**src/rtl/out_port_arb.sv**
```systemverilog
// Output-port allocator: round-robin over five input FIFOs with wormhole locking and credit flow control.
// Optional lock watchdog is enabled by defining ARB_WDOG_EN.
module out_port_arb #(
    parameter int DATAW      = 31,
    parameter int CREDITS    = 4,
    parameter int WDOG_LIMIT = 255,
    localparam int CW        = $clog2(CREDITS + 1)
) (
    input  logic                   clk,
    input  logic                   rst_,
    input  logic [5*(DATAW+1)-1:0] in_data,
    input  logic [4:0]             in_empty,
    input  logic [4:0]             in_req,
    output logic [4:0]             in_rd_en,
    output logic [DATAW:0]         out_data,
    output logic                   out_wr_en,
    input  logic                   credit_in,
    output logic [CW-1:0]          credit_cnt,
    output logic [4:0]             grant,
    output logic                   busy
`ifdef ARB_WDOG_EN
    ,
    output logic                   wdog_err
`endif
);

    typedef enum logic {IDLE, LOCK} state_t;

    localparam logic [1:0] T_HEAD = 2'b01;
    localparam logic [1:0] T_TAIL = 2'b10;

    if (CREDITS < 1 || WDOG_LIMIT < 1) begin : g_bad_params
        $error("out_port_arb: CREDITS and WDOG_LIMIT must be at least 1");
    end

    state_t          state;
    logic [2:0]      owner;
    logic [2:0]      rr_ptr;
    logic [DATAW:0]  flit [5];
    logic [4:0]      eligible;
    logic [2:0]      idx;
    logic [2:0]      pick;
    logic            pick_vld;
    logic [2:0]      src;
    logic            send;
    logic [1:0]      src_type;

`ifdef ARB_WDOG_EN
    localparam int WCW = $clog2(WDOG_LIMIT + 1);
    logic [WCW-1:0]  wdog_cnt;
`endif

    // Head flits (type 01 or 11) both have bit DATAW-1 set.
    always_comb begin
        for (int i = 0; i < 5; i++) begin
            flit[i]     = in_data[i*(DATAW+1) +: DATAW+1];
            eligible[i] = in_req[i] & ~in_empty[i] & flit[i][DATAW-1];
        end
    end

    always_comb begin
        pick     = '0;
        pick_vld = 1'b0;
        idx      = '0;
        for (int k = 1; k <= 5; k++) begin
            idx = 3'((32'(rr_ptr) + k) % 5);
            if (!pick_vld && eligible[idx]) begin
                pick     = idx;
                pick_vld = 1'b1;
            end
        end
    end

    always_comb begin
        send = 1'b0;
        src  = owner;
        if (!rst_ && credit_cnt != '0) begin
            if (state == IDLE) begin
                if (pick_vld) begin
                    send = 1'b1;
                    src  = pick;
                end
            end else if (!in_empty[owner]) begin
                send = 1'b1;
            end
        end
        in_rd_en = send ? (5'b00001 << src) : 5'b00000;
        src_type = flit[src][DATAW:DATAW-1];
    end

    always_ff @(posedge clk or posedge rst_) begin
        if (rst_) begin
            state      <= IDLE;
            owner      <= '0;
            rr_ptr     <= 3'd4;
            credit_cnt <= CW'(CREDITS);
            out_data   <= '0;
            out_wr_en  <= 1'b0;
            grant      <= '0;
            busy       <= 1'b0;
`ifdef ARB_WDOG_EN
            wdog_cnt   <= '0;
            wdog_err   <= 1'b0;
`endif
        end else begin
            out_wr_en <= send;
            if (send) begin
                out_data <= flit[src];
            end

            // Credit returns saturate so a spurious pulse cannot wrap the counter.
            if (send && !credit_in) begin
                credit_cnt <= credit_cnt - 1'b1;
            end else if (!send && credit_in && credit_cnt != CW'(CREDITS)) begin
                credit_cnt <= credit_cnt + 1'b1;
            end

            case (state)
                IDLE: begin
                    if (send) begin
                        rr_ptr <= src;
                        if (src_type == T_HEAD) begin
                            state <= LOCK;
                            owner <= src;
                            grant <= 5'b00001 << src;
                            busy  <= 1'b1;
                        end
                    end
                end
                LOCK: begin
                    if (send) begin
`ifdef ARB_WDOG_EN
                        wdog_cnt <= '0;
`endif
                        if (src_type == T_TAIL) begin
                            state <= IDLE;
                            grant <= '0;
                            busy  <= 1'b0;
                        end
                    end
`ifdef ARB_WDOG_EN
                    else if (wdog_cnt == WCW'(WDOG_LIMIT - 1)) begin
                        state    <= IDLE;
                        grant    <= '0;
                        busy     <= 1'b0;
                        wdog_cnt <= '0;
                        wdog_err <= 1'b1;
                    end else begin
                        wdog_cnt <= wdog_cnt + 1'b1;
                    end
`endif
                end
                default: state <= IDLE;
            endcase
        end
    end

endmodule

```
**config.mk**
```make
export PLATFORM = sky130hd
export DESIGN_NAME = out_port_arb
export DESIGN_NICKNAME = d
export VERILOG_FILES = /design/src/rtl/out_port_arb.sv
export SDC_FILE = /design/constraint.sdc
export NUM_CORES = 1
export LEC_CHECK = 0
export CORE_MARGIN = 2
export CORE_UTILIZATION = 50
export CTS_BUF_LIST = sky130_fd_sc_hd__clkbuf_8 sky130_fd_sc_hd__clkbuf_16
export DETAILED_ROUTE_END_ITERATION = 12
export DONT_BUFFER_PORTS = 1
export SYNTH_ARGS = -nofsm -noshare
export SYNTH_HDL_FRONTEND = slang
export SYNTH_SLANG_ARGS = --single-unit
```
**constraint.sdc**
```tcl
create_clock -name clk -period 7.29 [get_ports clk]
set_clock_uncertainty 0.05 [all_clocks]
set_input_delay 1.458 -clock clk [delete_from_list [all_inputs] [get_ports clk]]
set_output_delay 1.458 -clock clk [all_outputs]
set_load 0.02 [all_outputs]
```
==> impl_metrics.json <==
{
  "status": "finished, final reports clean",
  "setup_viol": 0,
  "synth_cells": 612,
  "synth_xor_area_frac": 0.0206,
  "hold-path-endpoint": "credit_cnt[2]$_DFFE_PP1P_",
  "syn_to_final_growth_pct": 4.60,
  "rr_startpoint": "rr_ptr[1]$_DFFE_PP0P_",
  "final_cell_count_no_fill": 745,
  "switching_share": 0.560,
  "place_congestion": 0.966,
  "critPathBufInv": 2,
  "synth_top_family_by_area": "compound AO/OA/AOI/OAI gates",
  "wl_met3_um": 1400,
  "irDropWorstVdd_v": 0.000322,
  "drive_gt1_frac": 0.169,
  "end_kind": "output port",
  "fin_ws_ps": 279,
  "path_depth": 19,
  "post-route-period-util": 0.962,
  "final_common_cell": "nor2_1",
  "hold_start": "credit_cnt[2]$_DFFE_PP1P_",
  "max_stage_delay_ps": 520,
  "clock_latency_ps": 320,
  "vias": 5059,
  "rr_worst_depth": 21,
  "totalWireLength_um": 16900,
  "power_switching_mw": 1.93,
  "ctsHoldBuffers": 0,
  "worstHoldPathCells": 2,
  "cp_max_fo": 13,
  "crit_arrival_ps": 5500,
  "cts-buffers-inserted": 5,
  "worst-r2r-setup-slack_ps": 950,
  "overflow": 0,
  "syn_area_um2": 5460,
  "htree_levels": 2,
  "synth_compound_area_frac": 0.249,
  "grt_setup_unrepaired": "false",
  "nNetsFinal": 801,
  "cts_resized": 1,
  "die-area_um2": 11800,
  "synth_cell_types": 92,
  "layout_common_cells": "nor2_1, dfrtp_1, nand2_1, a21oi_1, mux2i_1",
  "leakage_nw": 2.26,
  "grt_pass1_vias": 4794,
  "crit_path_start_kind": "register",
  "synth-seq-area-share": 0.225,
  "start_util": 0.508,
  "antenna_cells": 0,
  "die_w_um": 109,
  "relSlewSlack": 0.544,
  "async_flop_share": 1.00,
  "cts.sinks": 49,
  "die_h_um": 109,
  "crit_top_cell": "ha_1",
  "synthFlopType": "dfrtp_1",
  "core_um2": 10700,
  "post-route-cell-area_um2": 5710,
  "path_class": "register to output port",
  "vias_per_cell": 6.79,
  "power_density_nw_per_um2": 603,
  "postCtsSetupRepairBufs": 0,
  "hold_viol": 0,
  "dp_cells": 737,
  "place_ws_ps": 292,
  "crit_family": "compound AO/OA/AOI/OAI gates",
  "synth.avg_cell_area_um2": 8.93,
  "ys_ff_latch": 49,
  "drtIter0Drc": 386,
  "path_clk_slew_ps": 110,
  "cts-root-buf": "clkbuf_8",
  "power.share.combinational": 0.753,
  "antenna_found_initial": 0,
  "hold_path.class": "register to register",
  "synthAdderAreaFrac": 0.0563,
  "wl_per_cell_um": 22.7,
  "crit_slowest_cell": "dfrtp_2",
  "synth-simple-area-share": 0.230,
  "r2r_end": "out_data[1]$_DFFE_PP0P_",
  "yosys-mux-area-fraction": 0.167,
  "final_core_utilization": 0.532,
  "yosys_warnings": 0,
  "p_int_mw": 1.52,
  "drv_slew": 0,
  "seq_power_share": 0.196,
  "route.detailed.drc": 0,
  "synth-edff-count": 0,
  "tritoncts": "built",
  "tightest_slew_ps": 680,
  "routed.top_layer": "met4",
  "path_cells": "ha_1 -> xnor2_1 -> inv_2 -> ha_1 -> o31ai_1 -> o31a_1 -> xnor2_1 -> ha_1 -> nor2b_2 -> or3_1 -> o311ai_4 -> mux2i_1 -> o32a_1 -> and3_1 -> a31oi_4 -> mux2i_4 -> nand2_2 -> nor3_1 -> buf_4",
  "p_clk_frac": 0.051,
  "io_buffers": 0,
  "syn_nets": 809,
  "grt_max_degree": 50,
  "fp-row-count": 38,
  "fin_setup_tns_ps": 0,
  "dr.pass1.iters": 5,
  "ios": 220,
  "cts_buffer_depth": 2,
  "drt-met1-wl_um": 7270,
  "dp_hpwl_um": 13300,
  "worstPathRequired_ps": 5780,
  "wl_met2_um": 8100,
  "period_needed_ps": 7010,
  "grt_pass1_wl_um": 25200,
  "antenna_left": 0,
  "max_cap_viol_count": 0,
  "max_freq_ghz": 0.143,
  "placed_area_um2": 5590,
  "grt_usage": 0.275
}
metrics by stage:
step | hold slack (ps) | total power, mW
floorplan | 504 | 2.70
global placement | 530 | 3.15
detailed placement | 549 | 3.20
CTS | 568 | 3.40
global route | 599 | 3.72
finish | 561 | 3.44
cells by family (layout without fill, tap and decap cells):
| family | Yosys count | in the layout |
|---|---|---|
| adders and majority gates | 24 | 24 |
| muxes | 57 | 57 |
| buffers and inverters | 59 | 52 |
| DFF | 49 | 49 |
| AOI/OAI and AO/OA | 176 | 176 |
| xor gates and xnor gates | 12 | 12 |
| and+or+nand+nor | 235 | 235 |
routing by layer:
| layer | track usage | vias to the layer above |
|---|---|---|
| li1 | - | 2340 |
| met1 | 0.378 | 2478 |
| met2 | 0.440 | 227 |
| met3 | 0.0753 | 14 |
| met4 | 0.0476 | 0 |
| met5 | 0 | - |
worst max path at each step:
| stage | start | to |
|---|---|---|
| final | rr_ptr[1]$_DFFE_PP0P_ | in_rd_en[1] |
| after floorplan | rr_ptr[1]$_DFFE_PP0P_ | in_rd_en[4] |
| after detailed placement | rr_ptr[1]$_DFFE_PP0P_ | in_rd_en[3] |
| after global placement | rr_ptr[1]$_DFFE_PP0P_ | in_rd_en[3] |
| after global routing | rr_ptr[1]$_DFFE_PP0P_ | in_rd_en[1] |
| after CTS | rr_ptr[1]$_DFFE_PP0P_ | in_rd_en[3] |
layout make-up:
cell class	instances	area, um^2
Tap cell	140	175
Fill cell	1034	5030
Multi-Input combinational cell	504	3980
Inverter	23	86.3
Timing Repair Buffer	21	158
Clock inverter	3	21.3
Sequential cell	49	1230
Clock buffer	5	68.8
worst min-delay path, stage by stage (launching register included):
cell and delay, ps:
dfstp_2 450, nor2_1 120, a21oi_1 50
power groups by stage:
| stage | logic, mW | clock network (mW) | registers [mW] |
|---|---|---|---|
| after detailed placement | 2.53 | 0 | 0.679 |
| after global routing | 2.85 | 0.189 | 0.689 |
| after global placement | 2.47 | 0 | 0.676 |
| after CTS | 2.54 | 0.178 | 0.674 |
| after floorplan | 2.08 | 0 | 0.622 |
| final | 2.59 | 0.176 | 0.675 |
flip-flops by register name, indices dropped and copies added (netlist names):
register	cells
owner	3
credit_cnt	3
out_wr_en	1
state	1
busy	1
grant	5
out_data	32
rr_ptr	3
synthesized netlist by cell type, types with 6 or more instances:
cell type  number  area [um^2]
buf_6           6         67.6
ha_1           23          288
clkbuf_1       18         67.6
buf_2           6         30.0
o21ai_0        17         85.1
nand2_1        33          124
inv_1          18         67.6
mux4_2         24          541
a221oi_1       22          193
o211ai_1        8         60.1
nand3b_1        8         60.1
a21oi_1        32          160
nor2_1         90          338
or3_1           7         43.8
o21a_1          7         52.6
mux2i_1        26          260
a21o_1          6         45.0
xnor2_1        10         87.6
nand3_1        11         55.1
nand4_1         9         56.3
a211oi_1        7         52.6
o221ai_1       10         87.6
dfrtp_1        47         1180
nand2b_1        9         56.3
or2_2           6         37.5
nor3_1         17         85.1
No activity file was read; power rests on OpenSTA's default activity.
